`config.mk`:
```
export PLATFORM = sky130hd
export DESIGN_NAME = spi_reg_arbiter_flat
export DESIGN_NICKNAME = d
export VERILOG_FILES = /design/src/rtl/spi_reg_arbiter_if.sv /design/src/rtl/spi_reg_arbiter.sv /design/src/flat_wrapper.sv
export SDC_FILE = /design/constraint.sdc
export NUM_CORES = 1
export LEC_CHECK = 0
export CAP_MARGIN = 20
export CELL_PAD_IN_SITES_DETAIL_PLACEMENT = 0
export CELL_PAD_IN_SITES_GLOBAL_PLACEMENT = 1
export CORE_ASPECT_RATIO = 1.1
export CORE_MARGIN = 2
export CORE_UTILIZATION = 30
export CTS_BUF_LIST = sky130_fd_sc_hd__clkbuf_4
export CTS_CLUSTER_DIAMETER = 200
export DETAILED_ROUTE_END_ITERATION = 10
export PLACE_DENSITY_LB_ADDON = 0.1
export SLEW_MARGIN = 40
export SYNTH_ARGS = -nofsm -noshare
export SYNTH_HDL_FRONTEND = slang
export SYNTH_SLANG_ARGS = --single-unit
```
`constraint.sdc`:
```
create_clock -name clk -period 12.1 [get_ports clk]
set_input_delay 1.21 -clock clk [delete_from_list [all_inputs] [get_ports clk]]
set_output_delay 1.21 -clock clk [all_outputs]
set_load 0.01 [all_outputs]
```
`src/rtl/spi_reg_arbiter_if.sv`:
```
// Bundle of SPI-frame, host-port and status signals around the register arbiter.
// The slave modport is the arbiter's view; master is the surrounding logic's view.
interface spi_reg_arbiter_if #(
  parameter int unsigned addrsz  = 7,
  parameter int unsigned payload = 8
);
  logic               spi_active;
  logic [addrsz-1:0]  spi_addr;
  logic               spi_addr_dv;
  logic               spi_rw;
  logic [payload-1:0] spi_rx_d;
  logic               spi_rxdv;
  logic [payload-1:0] spi_tx_d;
  logic               host_req;
  logic               host_we;
  logic [addrsz-1:0]  host_addr;
  logic [payload-1:0] host_wdata;
  logic               host_gnt;
  logic [payload-1:0] host_rdata;
  logic               host_rvalid;
  logic               reg_wr_pulse;
  logic [addrsz-1:0]  reg_wr_addr;
  logic               spi_err;
  logic [7:0]         err_cnt;
  logic               err_cnt_clr;

  modport slave (
    input  spi_active, spi_addr, spi_addr_dv, spi_rw, spi_rx_d, spi_rxdv,
    input  host_req, host_we, host_addr, host_wdata, err_cnt_clr,
    output spi_tx_d, host_gnt, host_rdata, host_rvalid,
    output reg_wr_pulse, reg_wr_addr, spi_err, err_cnt
  );

  modport master (
    output spi_active, spi_addr, spi_addr_dv, spi_rw, spi_rx_d, spi_rxdv,
    output host_req, host_we, host_addr, host_wdata, err_cnt_clr,
    input  spi_tx_d, host_gnt, host_rdata, host_rvalid,
    input  reg_wr_pulse, reg_wr_addr, spi_err, err_cnt
  );
endinterface

```
`src/rtl/spi_reg_arbiter.sv`:
```
// Register bank shared between SPI frame accesses and a local host port.
// One array access per cycle; priority is SPI write > SPI read > host.
module spi_reg_arbiter #(
  parameter int unsigned      addrsz  = 7,
  parameter int unsigned      payload = 8,
  parameter int unsigned      nregs   = 32,
  parameter logic [nregs-1:0] ro_mask = '0
) (
  input logic              clk,
  input logic              reset,
  spi_reg_arbiter_if.slave bus
);
  localparam int unsigned       idx_w     = (nregs > 1) ? $clog2(nregs) : 1;
  localparam logic [addrsz:0]   nregs_lim = (addrsz + 1)'(nregs);

  localparam logic [2:0] F_IDLE  = 3'd0;
  localparam logic [2:0] F_ADDR  = 3'd1;
  localparam logic [2:0] F_READ  = 3'd2;
  localparam logic [2:0] F_WRITE = 3'd3;
  localparam logic [2:0] F_DONE  = 3'd4;

  logic [2:0]         state_q, state_d;
  logic [addrsz-1:0]  addr_q, addr_d;
  logic [payload-1:0] wdata_q, wdata_d;
  logic               rd_pend_q, rd_pend_d;
  logic               wr_pend_q, wr_pend_d;
  logic               active_q, addr_dv_q, rxdv_q;
  logic [payload-1:0] regs_q [nregs];
  logic [payload-1:0] tx_q, host_rdata_q;
  logic               host_rvalid_q, wr_pulse_q, err_q;
  logic [addrsz-1:0]  wr_addr_q;
  logic [7:0]         err_cnt_q;

  logic               active_rise, addr_rise, rxdv_rise, abort_err;
  logic               rd_go, host_go, spi_commit, err_d;
  logic               spi_addr_ok, host_addr_ok, ro_hit;
  logic [idx_w-1:0]   spi_idx, host_idx, widx;
  logic               we;
  logic [payload-1:0] wdat;

  assign active_rise  = bus.spi_active & ~active_q;
  assign addr_rise    = bus.spi_addr_dv & ~addr_dv_q;
  assign rxdv_rise    = bus.spi_rxdv & ~rxdv_q;

  assign spi_addr_ok  = {1'b0, addr_q} < nregs_lim;
  assign host_addr_ok = {1'b0, bus.host_addr} < nregs_lim;
  assign spi_idx      = addr_q[idx_w-1:0];
  assign host_idx     = bus.host_addr[idx_w-1:0];
  assign ro_hit       = ro_mask[spi_idx];

  // A read whose frame has already ended is dropped rather than serviced.
  assign rd_go      = rd_pend_q & ~wr_pend_q & bus.spi_active;
  assign host_go    = bus.host_req & ~wr_pend_q & ~rd_pend_q & ~reset;
  assign spi_commit = wr_pend_q & spi_addr_ok & ~ro_hit;

  always_comb begin
    state_d   = state_q;
    addr_d    = addr_q;
    wdata_d   = wdata_q;
    rd_pend_d = rd_pend_q & ~rd_go;
    wr_pend_d = 1'b0;
    abort_err = 1'b0;
    case (state_q)
      F_IDLE: if (active_rise) state_d = F_ADDR;
      F_ADDR: begin
        if (!bus.spi_active) begin
          state_d   = F_IDLE;
          abort_err = 1'b1;
        end else if (addr_rise) begin
          addr_d = bus.spi_addr;
          if (bus.spi_rw) begin
            state_d   = F_READ;
            rd_pend_d = 1'b1;
          end else begin
            state_d = F_WRITE;
          end
        end
      end
      F_WRITE: begin
        if (!bus.spi_active) begin
          state_d   = F_IDLE;
          abort_err = 1'b1;
        end else if (rxdv_rise) begin
          wdata_d   = bus.spi_rx_d;
          wr_pend_d = 1'b1;
          state_d   = F_DONE;
        end
      end
      F_READ: begin
        if (!bus.spi_active) begin
          state_d   = F_IDLE;
          rd_pend_d = 1'b0;
        end else if (rd_go) begin
          state_d = F_DONE;
        end
      end
      F_DONE:  if (!bus.spi_active) state_d = F_IDLE;
      default: state_d = F_IDLE;
    endcase
  end

  always_comb begin
    we   = 1'b0;
    widx = spi_idx;
    wdat = wdata_q;
    if (spi_commit) begin
      we = 1'b1;
    end else if (host_go && bus.host_we && host_addr_ok) begin
      we   = 1'b1;
      widx = host_idx;
      wdat = bus.host_wdata;
    end
    err_d = abort_err | (wr_pend_q & ~spi_commit) | (rd_go & ~spi_addr_ok);
  end

  always_ff @(posedge clk or posedge reset) begin
    if (reset) begin
      state_q       <= F_IDLE;
      addr_q        <= '0;
      wdata_q       <= '0;
      rd_pend_q     <= 1'b0;
      wr_pend_q     <= 1'b0;
      active_q      <= 1'b0;
      addr_dv_q     <= 1'b0;
      rxdv_q        <= 1'b0;
      regs_q        <= '{default: '0};
      tx_q          <= '0;
      host_rdata_q  <= '0;
      host_rvalid_q <= 1'b0;
      wr_pulse_q    <= 1'b0;
      wr_addr_q     <= '0;
      err_q         <= 1'b0;
      err_cnt_q     <= '0;
    end else begin
      state_q       <= state_d;
      addr_q        <= addr_d;
      wdata_q       <= wdata_d;
      rd_pend_q     <= rd_pend_d;
      wr_pend_q     <= wr_pend_d;
      active_q      <= bus.spi_active;
      addr_dv_q     <= bus.spi_addr_dv;
      rxdv_q        <= bus.spi_rxdv;
      if (we) regs_q[widx] <= wdat;
      if (rd_go) tx_q <= spi_addr_ok ? regs_q[spi_idx] : '0;
      host_rvalid_q <= host_go & ~bus.host_we;
      if (host_go && !bus.host_we) host_rdata_q <= host_addr_ok ? regs_q[host_idx] : '0;
      wr_pulse_q    <= spi_commit;
      if (spi_commit) wr_addr_q <= addr_q;
      err_q         <= err_d;
      // A clear coinciding with an error leaves that error counted.
      if (bus.err_cnt_clr) err_cnt_q <= {7'd0, err_q};
      else if (err_q && err_cnt_q != 8'hFF) err_cnt_q <= err_cnt_q + 8'd1;
    end
  end

  assign bus.spi_tx_d     = tx_q;
  assign bus.host_gnt     = host_go;
  assign bus.host_rdata   = host_rdata_q;
  assign bus.host_rvalid  = host_rvalid_q;
  assign bus.reg_wr_pulse = wr_pulse_q;
  assign bus.reg_wr_addr  = wr_addr_q;
  assign bus.spi_err      = err_q;
  assign bus.err_cnt      = err_cnt_q;
endmodule

```
`src/flat_wrapper.sv`:
```
// flat-port wrapper written by rule: the top's interface ports become plain ports
module spi_reg_arbiter_flat 
#(
  parameter int unsigned      addrsz  = 7,
  parameter int unsigned      payload = 8,
  parameter int unsigned      nregs   = 32,
  parameter logic [nregs-1:0] ro_mask = '0
)
  (clk, reset, bus_spi_active, bus_spi_addr, bus_spi_addr_dv, bus_spi_rw, bus_spi_rx_d, bus_spi_rxdv, bus_host_req, bus_host_we, bus_host_addr, bus_host_wdata, bus_err_cnt_clr, bus_spi_tx_d, bus_host_gnt, bus_host_rdata, bus_host_rvalid, bus_reg_wr_pulse, bus_reg_wr_addr, bus_spi_err, bus_err_cnt);
  spi_reg_arbiter_if #(.addrsz(addrsz), .payload(payload)) bus_i ();
  input logic clk;
  input logic reset;
  input wire logic [$bits(bus_i.spi_active)-1:0] bus_spi_active;
  input wire logic [$bits(bus_i.spi_addr)-1:0] bus_spi_addr;
  input wire logic [$bits(bus_i.spi_addr_dv)-1:0] bus_spi_addr_dv;
  input wire logic [$bits(bus_i.spi_rw)-1:0] bus_spi_rw;
  input wire logic [$bits(bus_i.spi_rx_d)-1:0] bus_spi_rx_d;
  input wire logic [$bits(bus_i.spi_rxdv)-1:0] bus_spi_rxdv;
  input wire logic [$bits(bus_i.host_req)-1:0] bus_host_req;
  input wire logic [$bits(bus_i.host_we)-1:0] bus_host_we;
  input wire logic [$bits(bus_i.host_addr)-1:0] bus_host_addr;
  input wire logic [$bits(bus_i.host_wdata)-1:0] bus_host_wdata;
  input wire logic [$bits(bus_i.err_cnt_clr)-1:0] bus_err_cnt_clr;
  output wire logic [$bits(bus_i.spi_tx_d)-1:0] bus_spi_tx_d;
  output wire logic [$bits(bus_i.host_gnt)-1:0] bus_host_gnt;
  output wire logic [$bits(bus_i.host_rdata)-1:0] bus_host_rdata;
  output wire logic [$bits(bus_i.host_rvalid)-1:0] bus_host_rvalid;
  output wire logic [$bits(bus_i.reg_wr_pulse)-1:0] bus_reg_wr_pulse;
  output wire logic [$bits(bus_i.reg_wr_addr)-1:0] bus_reg_wr_addr;
  output wire logic [$bits(bus_i.spi_err)-1:0] bus_spi_err;
  output wire logic [$bits(bus_i.err_cnt)-1:0] bus_err_cnt;
  assign bus_i.spi_active = bus_spi_active;
  assign bus_i.spi_addr = bus_spi_addr;
  assign bus_i.spi_addr_dv = bus_spi_addr_dv;
  assign bus_i.spi_rw = bus_spi_rw;
  assign bus_i.spi_rx_d = bus_spi_rx_d;
  assign bus_i.spi_rxdv = bus_spi_rxdv;
  assign bus_i.host_req = bus_host_req;
  assign bus_i.host_we = bus_host_we;
  assign bus_i.host_addr = bus_host_addr;
  assign bus_i.host_wdata = bus_host_wdata;
  assign bus_i.err_cnt_clr = bus_err_cnt_clr;
  assign bus_spi_tx_d = bus_i.spi_tx_d;
  assign bus_host_gnt = bus_i.host_gnt;
  assign bus_host_rdata = bus_i.host_rdata;
  assign bus_host_rvalid = bus_i.host_rvalid;
  assign bus_reg_wr_pulse = bus_i.reg_wr_pulse;
  assign bus_reg_wr_addr = bus_i.reg_wr_addr;
  assign bus_spi_err = bus_i.spi_err;
  assign bus_err_cnt = bus_i.err_cnt;
  spi_reg_arbiter #(.addrsz(addrsz), .payload(payload), .nregs(nregs), .ro_mask(ro_mask)) u_core (.clk(clk), .reset(reset), .bus(bus_i));
endmodule
```
==> results of run 1 <==
==> stage by stage <==
| step | hold WS [ns] | setup slack [ns] | utilization | std cells | total power, uW |
|---|---|---|---|---|---|
| floorplan | 0.475 | 2.23 | - | 1253 | 1770 |
| global placement | 0.464 | 7.08 | 0.330 | 1984 | 2160 |
| detailed placement | 0.471 | 6.99 | 0.330 | 1985 | 2170 |
| CTS | 0.490 | 7.89 | 0.350 | 2146 | 3170 |
| global route | 0.513 | 8.08 | 0.350 | 2147 | 3280 |
| finish | 0.485 | 8.13 | 0.351 | 2149 | 3100 |
==> final timing paths <==
check / to / slack [ns] / cells past startpoint
max in group asynchronous: u_core.addr_q[0] / 9.42 / 4
hold / removal: u_core.bus.spi_tx_d[1] / 0.48 / 2
hold reg to reg: u_core.bus.spi_tx_d[1] / 0.48 / 2
setup / recovery: bus_host_gnt / 8.13 / 3
setup reg to reg: u_core.bus.spi_tx_d[1] / 8.70 / 5
min in group asynchronous: u_core.addr_dv_q / 0.97 / 2
==> report_power, final <==
part | internal (uW) | switching, uW | leakage [uW] | total [uW]
clock | 482 | 485 | 0.000648 | 967
sequential | 1110 | 73.7 | 0.00433 | 1180
combinational | 328 | 623 | 0.00387 | 951
==> placed cells by master (no fill, tap or decap), types with 11 or more instances in the layout <==
| cell type | netlist | final |
|---|---|---|
| clkinv_1 | 1 | 31 |
| a211oi_1 | 14 | 14 |
| clkbuf_4 | 0 | 127 |
| inv_1 | 12 | 11 |
| nand2_1 | 48 | 48 |
| a221oi_1 | 16 | 16 |
| nor2_1 | 20 | 19 |
| a22o_1 | 16 | 16 |
| a21oi_1 | 51 | 51 |
| dfrtp_1 | 313 | 311 |
| mux2i_1 | 138 | 138 |
| mux4_2 | 64 | 64 |
| clkdlybuf4s50_1 | 0 | 70 |
| o41ai_1 | 14 | 14 |
| nor2b_1 | 32 | 28 |
| buf_4 | 10 | 16 |
| mux2_2 | 296 | 293 |
| a22oi_1 | 35 | 35 |
| nand2_2 | 16 | 16 |
==> layout make-up <==
class,instances,area (um2),area share
Tap cell,736,921,0.0479
Inverter,13,56.3,0.00293
Clock buffer,127,953,0.0496
Multi-Input combinational cell,829,8390,0.436
Clock inverter,34,130,0.00677
Antenna cell,3,7.51,0.000391
Sequential cell,313,7840,0.408
Timing Repair Buffer,94,927,0.0482
==> cells by family after synthesis <==
group / after synthesis / synth area share
AO/OA/AOI/OAI: 160 / 0.0712
flip-flops: 313 / 0.470
buffers and inverters: 111 / 0.0288
AND/OR/NAND/NOR: 159 / 0.0534
adder cells (fa/ha/maj): 1 / 0.000750
XOR/XNOR: 5 / 0.00263
multiplexers: 504 / 0.373
==> critical path: stages <==
cell	delay, ns
clkdlybuf4s50_1	0.54
nor4b_4	0.40
clkdlybuf4s50_1	0.60
==> metal layers <==
layer	part of all wire	up-vias
li1	-	4982
met1	0.47	5837
met2	0.46	293
met3	0.046	90
met4	0.032	2
met5	0.00024	-
==> flip-flops by register name, indices dropped and copies added (netlist names) <==
register                 flops
u_core.rd_pend_q             1
u_core.active_q              1
u_core.bus.spi_tx_d          8
u_core.bus.host_rdata        8
u_core.addr_q                7
u_core.bus.reg_wr_addr       7
u_core.bus.reg_wr_pulse      1
u_core.regs_q              256
u_core.bus.spi_err           1
u_core.rxdv_q                1
u_core.bus.host_rvalid       1
u_core.wdata_q               8
u_core.bus.err_cnt           8
u_core.wr_pend_q             1
u_core.state_q               3
u_core.addr_dv_q             1
==> impl_results.md, run 1 <==
* Worst path arrival time at 2.76 ns
* Largest net degree at the start of global routing at 92
* Worst Setup SP: reset
* DRC at 0
* CTS H-tree lvls at 3
* Power per cell area at 161 nW/um2
* Fin. Hold Viols at 0
* Syn nets at 1293
* Vias/cell at 5.21
* Die Area at 57500 um2
* Kind of critical path: in -> out
* I/O Pins at 74
* Hold_buf cts at 0
* Finished Cell Area at 19200 um2
* Leading area contributor after synthesis: dfrtp_1
* Top cells by instance count after synthesis: 313 x dfrtp_1, 296 x mux2_2, 138 x mux2i_1
* First-pass GRT wire length at 82100 um
* Critical path startpoint category: input port
* Chip Height at 251 um
* Status: finished, final reports clean
* RR Startpoint: u_core.addr_q[0]
* Via count at 11.2k
* Area share of the largest cell type after synthesis at 0.470
* Rel. slew slack at 0.413
* Post-layout minimum cycle time at 3.97 ns
* Routability cong. at 0.752
* Grt ovf at 0
* Ys async rst share at 1.00
* Synth area leaders: dfrtp_1 47%, mux2_2 20%, mux4_2 8.6%
* Root Buffer: clkbuf_4
* Max FO, Critical Path at 3
* Initial antenna violation count at 3
* Slew @ Worst Pin at 0.877 ns
* Total track usage at 0.195
* Post-Route WL at 54900 um
* Synth Cell Area at 16700 um2
* Die X at 229 um
* Fin nets at 1382
* Yosys cell types at 52
* Worst IR Drop VDD at 0.0930 mV
* Post-CTS sizing at 0
* Clock-pin slew on the worst setup and hold paths at 0.07 ns
* Area delta synth->final at 15.3%
* HP Start: u_core.bus.spi_tx_d[1]
* Number of fill cells at 5463
* Number of setup buffers added after CTS at 0
* YS warnings at 0
* First-pass DRT Iterations at 5
* M2 GR Usage at 0.304
* Synthesized instance count at 1253
* EDFF count, synth at 0
* Clock tree buffer depth at 3
* #FFs+latches synth at 313
* Port bufs at 73
* Final HPWL DP at 34500 um
* Register area share after synthesis at 0.470
* Starting DRT DRC Count at 673
* Hold crit path type: reg -> reg
* Global-route met1 utilization at 0.265
* Top-count cell post-synth: dfrtp_1
* Share of cells above drive strength 1 at 0.394
* Post-place instance area at 18100 um2
* Setup violators final at 0
* Clock tree from TritonCTS: done
* Setup crit end kind: output port
* GRT Max-Usage Layer: met2
* Number of max-cap violations at 0
* Post-Syn Area per Cell at 13.3 um2
* Post-DRT Antenna Nets at 0
* Starting Density at 0.304
* Final Cycle Share at 0.328
* WL/cell at 25.5 um
* Core footprint at 54800 um2
* Number of CTS-inserted buffers at 91
* Leak at 0.00885 uW
* Clock Skews at 0.0492 ns
* Num rows at 90
* Later-pin clock latency in the skew report at 0.82 ns
* Clock sink count at 313
* Max frequency at 0.252 GHz
* Fin. max-slew vios at 0
* Ys flop type: dfrtp_1
* Number of global-route vias before repair at 11.8k
* Worst EP required at 10.89 ns
* M3 GR Usage at 0.0390
* Total negative slack at 0 ns
* RSZ-0062 raised after global routing: false
No activity file was read; power rests on OpenSTA's default activity.
==> inputs of run 2 (changes only) <==
==> constraint.sdc (replaced) <==
create_clock -name clk -period 3.5 [get_ports clk]
set_input_delay 0.35 -clock clk [delete_from_list [all_inputs] [get_ports clk]]
set_output_delay 0.35 -clock clk [all_outputs]
set_load 0.01 [all_outputs]
==> run 2 against run 1 <==
Compared with the run above:
- die area unchanged
- via count increased by 0.28%
- largest cell class unchanged
- flip-flop and latch count is the same
==> impl_results.md, run 2 (synthesis gave the netlist of run 1 again) <==
* Slew @ Worst Pin at 0.873 ns (-0.00432 ns)
* Die X at 229 um (unchanged)
* Setup crit end kind: flop
* Clock tree from TritonCTS: done
* Number of CTS-inserted buffers at 91 (unchanged)
* Final core utilization at 0.358 (+0.00742)
* Final Instance Count excl. Fillers at 2190 (+1.9%)
* Later-pin clock latency in the skew report at 0.83 ns (about the same)
* Post-place instance area at 18500 um2 (+2.1%)
* Starting Density at 0.304 (unchanged)
* Worst path arrival time at 3.61 ns (+0.85 ns)
* Finished Cell Area at 19600 um2 (+2.1%)
* Status: finished, final reports clean
* Num rows at 90 (unchanged)
* Setup violators final at 0 (unchanged)
* Kind of critical path: in -> reg
* Starting DRT DRC Count at 578 (-14%)
* Hold_ws at 0.148 ns (-0.337 ns)
* Critical path startpoint category: input port
* Clock tree buffer depth at 3 (unchanged)
* Number of fill cells at 5419 (-0.81%)
* Chip Height at 251 um (unchanged)
* Worst IR Drop VDD at 0.286 mV (+210%)
* Grt ovf at 0 (unchanged)
* First-pass GRT wire length at 82900 um (+0.93%)
* Initial antenna violation count at 2 (-1)
* Rel. slew slack at 0.418 (+0.00472)
* Clock Skews at 0.0518 ns (+0.00260 ns)
* Clock-pin slew on the worst setup and hold paths at 0.06 ns (about the same)
* Slowest CP cell: o32ai_4
* First-pass DRT Iterations at 5 (unchanged)
* Power per cell area at 558 nW/um2 (+250%)
* Post-Route WL at 55500 um (+1.1%)
* Root Buffer: clkbuf_4
* Post-layout minimum cycle time at 2.94 ns
* Clock sink count at 313 (unchanged)
* Delay-heaviest family, CP: buffers and inverters
* Hold crit path type: in -> reg
* Max frequency at 0.340 GHz
* CP bufs+invs at 2 (unchanged)
* Final HPWL DP at 36400 um (+5.6%)
* Fin. Hold Viols at 0 (unchanged)
* WL/cell at 25.3 um (-0.75%)
* Post-DRT Antenna Nets at 0 (unchanged)
* Vias/cell at 5.13 (-1.6%)
* Core footprint at 54800 um2 (unchanged)
* Area delta synth->final at 17.8%
* Largest net degree at the start of global routing at 88 (-4.3%)
* Commonest non-fill, non-tap cell in the layout: dfrtp_1
* DRC at 0 (unchanged)
* Die Area at 57500 um2 (unchanged)
* I/O Pins at 74 (unchanged)
* Max stage delay on crit path at 0.72 ns (+0.12 ns)
* Number of global-route vias before repair at 12.1k (+2.7%)
* Worst EP required at 4.17 ns (-6.72 ns)
* Crit-path cells: dlygate4sd3_1, clkdlybuf4s50_1, nor4b_4, nand3_2, o32ai_4, nand2_2, mux2_2
* RSZ-0062 raised after global routing: false
* Number of max-cap violations at 0 (unchanged)
* Top reg by flops: u_core.regs_q
* Post-CTS sizing at 0 (unchanged)
* CTS H-tree lvls at 3 (unchanged)
* Commonest cells after routing, fill and taps aside: 311 x dfrtp_1, 293 x mux2_2, 138 x mux2i_1
* Final Cycle Share at 0.840
* Total track usage at 0.197 (+0.00174)
* Number of setup buffers added after CTS at 0 (unchanged)
* Leak at 0.00909 uW (+2.8%)
* Fin nets at 1428 (+3.3%)
* Via count at 11.2k (+0.28%)
* Placed Cells incl. Taps at 2028 (+2.2%)
* Max FFs per register at 256 (unchanged)
* Port bufs at 73 (unchanged)
* Routability cong. at 0.776 (+3.2%)
* Max FO, Critical Path at 8 (+5)
* Share of cells above drive strength 1 at 0.411 (+0.0165)
* Fin. max-slew vios at 0 (unchanged)
## run 2: cell count changes in the layout (fill, tap and decap cells not counted), sizes merged
cell and delta:
dlygate4sd3 +3, clkinvlp +1, diode -2, inv -2
buf +42, clkdlybuf4s50 +1, clkbuf +7, clkinv -9
## run 2: layout make-up
class                   count  area (um2)  share of cell area
well taps                 736         921              0.0469
diodes                      1        2.50            0.000127
clock inverters            24        91.3             0.00465
inverters                  13        52.6             0.00268
flip-flops and latches    313        7840               0.399
multi-input cells         829        8370               0.426
repair buffers            140        1350              0.0688
clock buffers             134        1010              0.0512
## run 2: what timing repair did
item,4_1_cts,5_1_grt
hold endpoints to repair,13,0
endpoints found under the setup margin,0,0
hold buffers,3,0
## run 2: power by group
part | total [uW] | leakage [uW] | internal [uW] | switching [uW]
Sequential | 4190 | 0.00433 | 3820 | 363
Combinational | 3390 | 0.00411 | 1280 | 2110
Clock | 3370 | 0.000659 | 1730 | 1630
## run 2: worst paths after layout
path	from	end	slack, ns	cells after the start
max	reset	u_core.regs_q[166]	0.56	7
min	bus_spi_rx_d[2]	u_core.wdata_q[2]	0.15	2
max reg2reg	u_core.addr_q[6]	u_core.regs_q[166]	0.61	7
min reg2reg	u_core.bus.reg_wr_addr[2]	u_core.bus.reg_wr_addr[2]	0.48	2
max in group asynchronous	reset	u_core.regs_q[158]	2.08	4
min in group asynchronous	reset	u_core.regs_q[231]	0.61	3
## run 2: per-layer routing
layer | track usage | vias up | routed length [um]
met2 | 0.319 | 244 | 26100
met1 | 0.261 | 5850 | 25700
met3 | 0.0382 | 77 | 2240
met4 | 0.0754 | 2 | 1470
met5 | 0 | - | 11
li1 | - | 5062 | -
## run 2: worst register-to-register path: stages (launching register included)
cell and delay, ns:
dfrtp_1 0.39, nor2_1 0.10, nand2_1 0.20, clkinv_1 0.31, mux2i_1 0.27, o32ai_4 0.67, nand2_2 0.41, mux2_2 0.39
## run 2: metrics by stage
step | worst slack [ns] | total power, uW | setup TNS [ns]
after global placement | 0.425 | 7700 | 0
final | 0.561 | 10900 | 0
after CTS | 0.538 | 11200 | 0
after detailed placement | 0.350 | 7700 | 0
after global routing | 0.453 | 11600 | 0
after floorplan | -1.02 | 6110 | -318.91
==> inputs of run 3 (changes only) <==
==> constraint.sdc (replaced) <==
create_clock -name clk -period 2.6 [get_ports clk]
set_input_delay 0.26 -clock clk [delete_from_list [all_inputs] [get_ports clk]]
set_output_delay 0.26 -clock clk [all_outputs]
set_load 0.01 [all_outputs]
==> run 3 against run 2 <==
Compared with the run above:
- count of clock-buffer cells in the layout is 4 lower
- first-iteration DRC count increased by 6.4%
- combinational power up 53%
- flip-flop and latch count is the same
- critical path depth up 1
- core utilization is 1.6 points higher
- sequential share of layout area fell by 1.7 points
- cell count is 3.1% higher
- final area up 4.5%
==> impl_results.md, run 3 (synthesis gave the netlist of run 1 again) <==
* Later-pin clock latency in the skew report at 0.83 ns (about the same)
* Crit-path cells: buf_4, nor2_1, nand2_1, clkinv_1, mux2i_1, o32a_2, nor2_4, mux2_2
* HP Start: bus_spi_addr[5]
* R2r worst-path depth at 8 (+1)
* RR Endpoint: u_core.regs_q[44]
* Clock tree buffer depth at 3 (unchanged)
* Sw Share at 0.363 (-0.0117)
* Hold Path Sink: u_core.addr_q[5]
* DRC at 0 (unchanged)
* Clock sink count at 313 (unchanged)
* Clk pwr share at 0.304 (-0.004)
* Sw Pwr at 5540 uW (+35%)
* Finished Cell Area at 20500 um2 (+4.5%)
* RR Startpoint: u_core.addr_q[6]
* Status: finished, final reports clean
* CTS H-tree lvls at 3 (unchanged)
* Combinational share of power at 0.339 (+0.029)
* Total negative slack at 0 ns (unchanged)
* Fin nets at 1502 (+5.2%)
* Number of max-cap violations at 0 (unchanged)
* Worst IR Drop VDD at 0.376 mV (+31%)
* Die Area at 57500 um2 (unchanged)
* Root Buffer: clkbuf_4
* Final Cycle Share at 0.963
* Largest net degree at the start of global routing at 99 (+13%)
* Placed Cells incl. Taps at 2090 (+3.1%)
* Max frequency at 0.399 GHz
* Leak at 0.00954 uW (+4.9%)
* Hold crit path type: in -> reg
* Setup violators final at 0 (unchanged)
* RSZ-0062 raised after global routing: false
* Post-DRT Antenna Nets at 0 (unchanged)
* Clock tree from TritonCTS: done
* Chip Height at 251 um (unchanged)
* Kind of critical path: reg -> reg
* Final HPWL DP at 37100 um (+1.8%)
* Rel. slew slack at 0.539 (+0.121)
* Area delta synth->final at 23.0%
* Top reg by flops: u_core.regs_q
* Starting DRT DRC Count at 615 (+6.4%)
* Initial antenna violation count at 1 (-1)
* Starting Density at 0.304 (unchanged)
* Max FO, Critical Path at 8 (unchanged)
* Hold Path Depth at 2 (unchanged)
* Slew @ Worst Pin at 0.687 ns (-0.186 ns)
* Max FFs per register at 256 (unchanged)
* First-pass DRT Iterations at 5 (unchanged)
* Max stage delay on crit path at 0.52 ns (-0.20 ns)
* Core footprint at 54800 um2 (unchanged)
* Fin. max-slew vios at 0 (unchanged)
* Worst path arrival time at 3.17 ns (-0.44 ns)
* I/O Pins at 74 (unchanged)
* R2r setup slk at 0.1 ns (-0.51 ns)
* Final Instance Count excl. Fillers at 2257 (+3.1%)
* Pint at 9720 uW (+42%)
* Routability cong. at 0.781 (+0.68%)
* CP bufs+invs at 2 (unchanged)
* Number of setup buffers added after CTS at 0 (unchanged)
* First-pass GRT wire length at 83200 um (+0.38%)
* Number of global-route vias before repair at 12.3k (+1.5%)
* Post-Place Worst Slack at -0.0923 ns (-0.443 ns)
* Sequential power share at 0.356 (-0.026)
* Num rows at 90 (unchanged)
* Delay-heaviest family, CP: simple AND/OR/NAND/NOR gates
* Power per cell area at 744 nW/um2 (+33%)
* Critical path startpoint category: flop
* WL/cell at 24.6 um (-3.0%)
* Setup ws final at 0.0958 ns (-0.465 ns)
* Port bufs at 73 (unchanged)
* Clock Skews at 0.0537 ns (+0.00194 ns)
* Die X at 229 um (unchanged)
* Number of CTS-inserted buffers at 93 (+2.2%)
* Share of cells above drive strength 1 at 0.434 (+0.0232)
* Setup crit end kind: flop
* Grt ovf at 0 (unchanged)
* Commonest cells after routing, fill and taps aside: 311 x dfrtp_1, 296 x mux2_2, 138 x mux2i_1
* Post-layout minimum cycle time at 2.50 ns
* WP depth at 8 (+1)
* Commonest non-fill, non-tap cell in the layout: dfrtp_1
* Post-place instance area at 19300 um2 (+4.1%)
* Via count at 11.5k (+2.7%)
* Clock-pin slew on the worst setup and hold paths at 0.06 ns (about the same)
* Slowest CP cell: o32a_2
* Number of fill cells at 5388 (-0.57%)
* Hold_ws at 0.116 ns (-0.0314 ns)
* Worst EP required at 3.26 ns (-0.91 ns)
* Total track usage at 0.197 (about the same)
* Post-Route WL at 55500 um (about the same)
* Vias/cell at 5.11 (-0.38%)
* Fin. Hold Viols at 0 (unchanged)
## run 3: changes by cell type in the layout (fill, tap and decap cells not counted), sizes merged
cell           previous run  this run
bufinv                    0         2
diode                     1         3
dlygate4sd3               3        13
inv                      12        13
clkbuf                  134       130
clkinv                   24        17
clkdlybuf4s50            71        70
dlygate4sd2               0         1
clkinvlp                  1         2
buf                      66       128
## run 3: area by class of cell
cell class / count / area, um2 / share of cell area
repair buffers: 212 / 2210 / 0.108
multi-input cells: 829 / 8360 / 0.408
inverters: 13 / 52.6 / 0.00256
clock buffers: 130 / 976 / 0.0476
diodes: 3 / 7.51 / 0.000366
clock inverters: 21 / 140 / 0.00683
flip-flops and latches: 313 / 7840 / 0.382
well taps: 736 / 921 / 0.0449
## run 3: layer usage
layer | vias up | GRT usage | share of wire
li1 | 5195 | - | -
met1 | 5972 | 0.266 | 0.46
met2 | 296 | 0.316 | 0.47
met3 | 72 | 0.0397 | 0.047
met4 | 0 | 0.0669 | 0.021
met5 | - | 0 | 0
## run 3: how the worst max path moves through the flow
stage | start | to | slack [ns]
final | u_core.addr_q[6] | u_core.regs_q[44] | 0.1
after global routing | u_core.addr_q[6] | u_core.regs_q[44] | 0.003
after CTS | u_core.addr_q[6] | u_core.regs_q[44] | 0.07
after detailed placement | reset | u_core.regs_q[117] | -0.09
after global placement | reset | u_core.regs_q[23] | -0.07
after floorplan | reset | u_core.active_q | -1.83
## run 3: per-stage QoR
| stage | util | power, uW |
|---|---|---|
| after floorplan | - | 8220 |
| after global placement | 0.351 | 10800 |
| after detailed placement | 0.351 | 10800 |
| after CTS | 0.374 | 15600 |
| after global routing | 0.374 | 16100 |
| final | 0.374 | 15300 |
## run 3: power by group through the flow
stage               sequential [uW]  clock, uW  combinational, uW
finish                         5440       4640               5180
global route                   5480       5140               5510
CTS                            5440       4880               5280
detailed placement             5520          0               5250
global placement               5520          0               5260
floorplan                      5420          0               2800
## run 3: what timing repair did
item,in CTS,in global routing
hold buffers,13,0
pin swaps,0,2
resized for setup,1,0
hold endpoints to repair,32,0
setup endpoints to repair,1,6
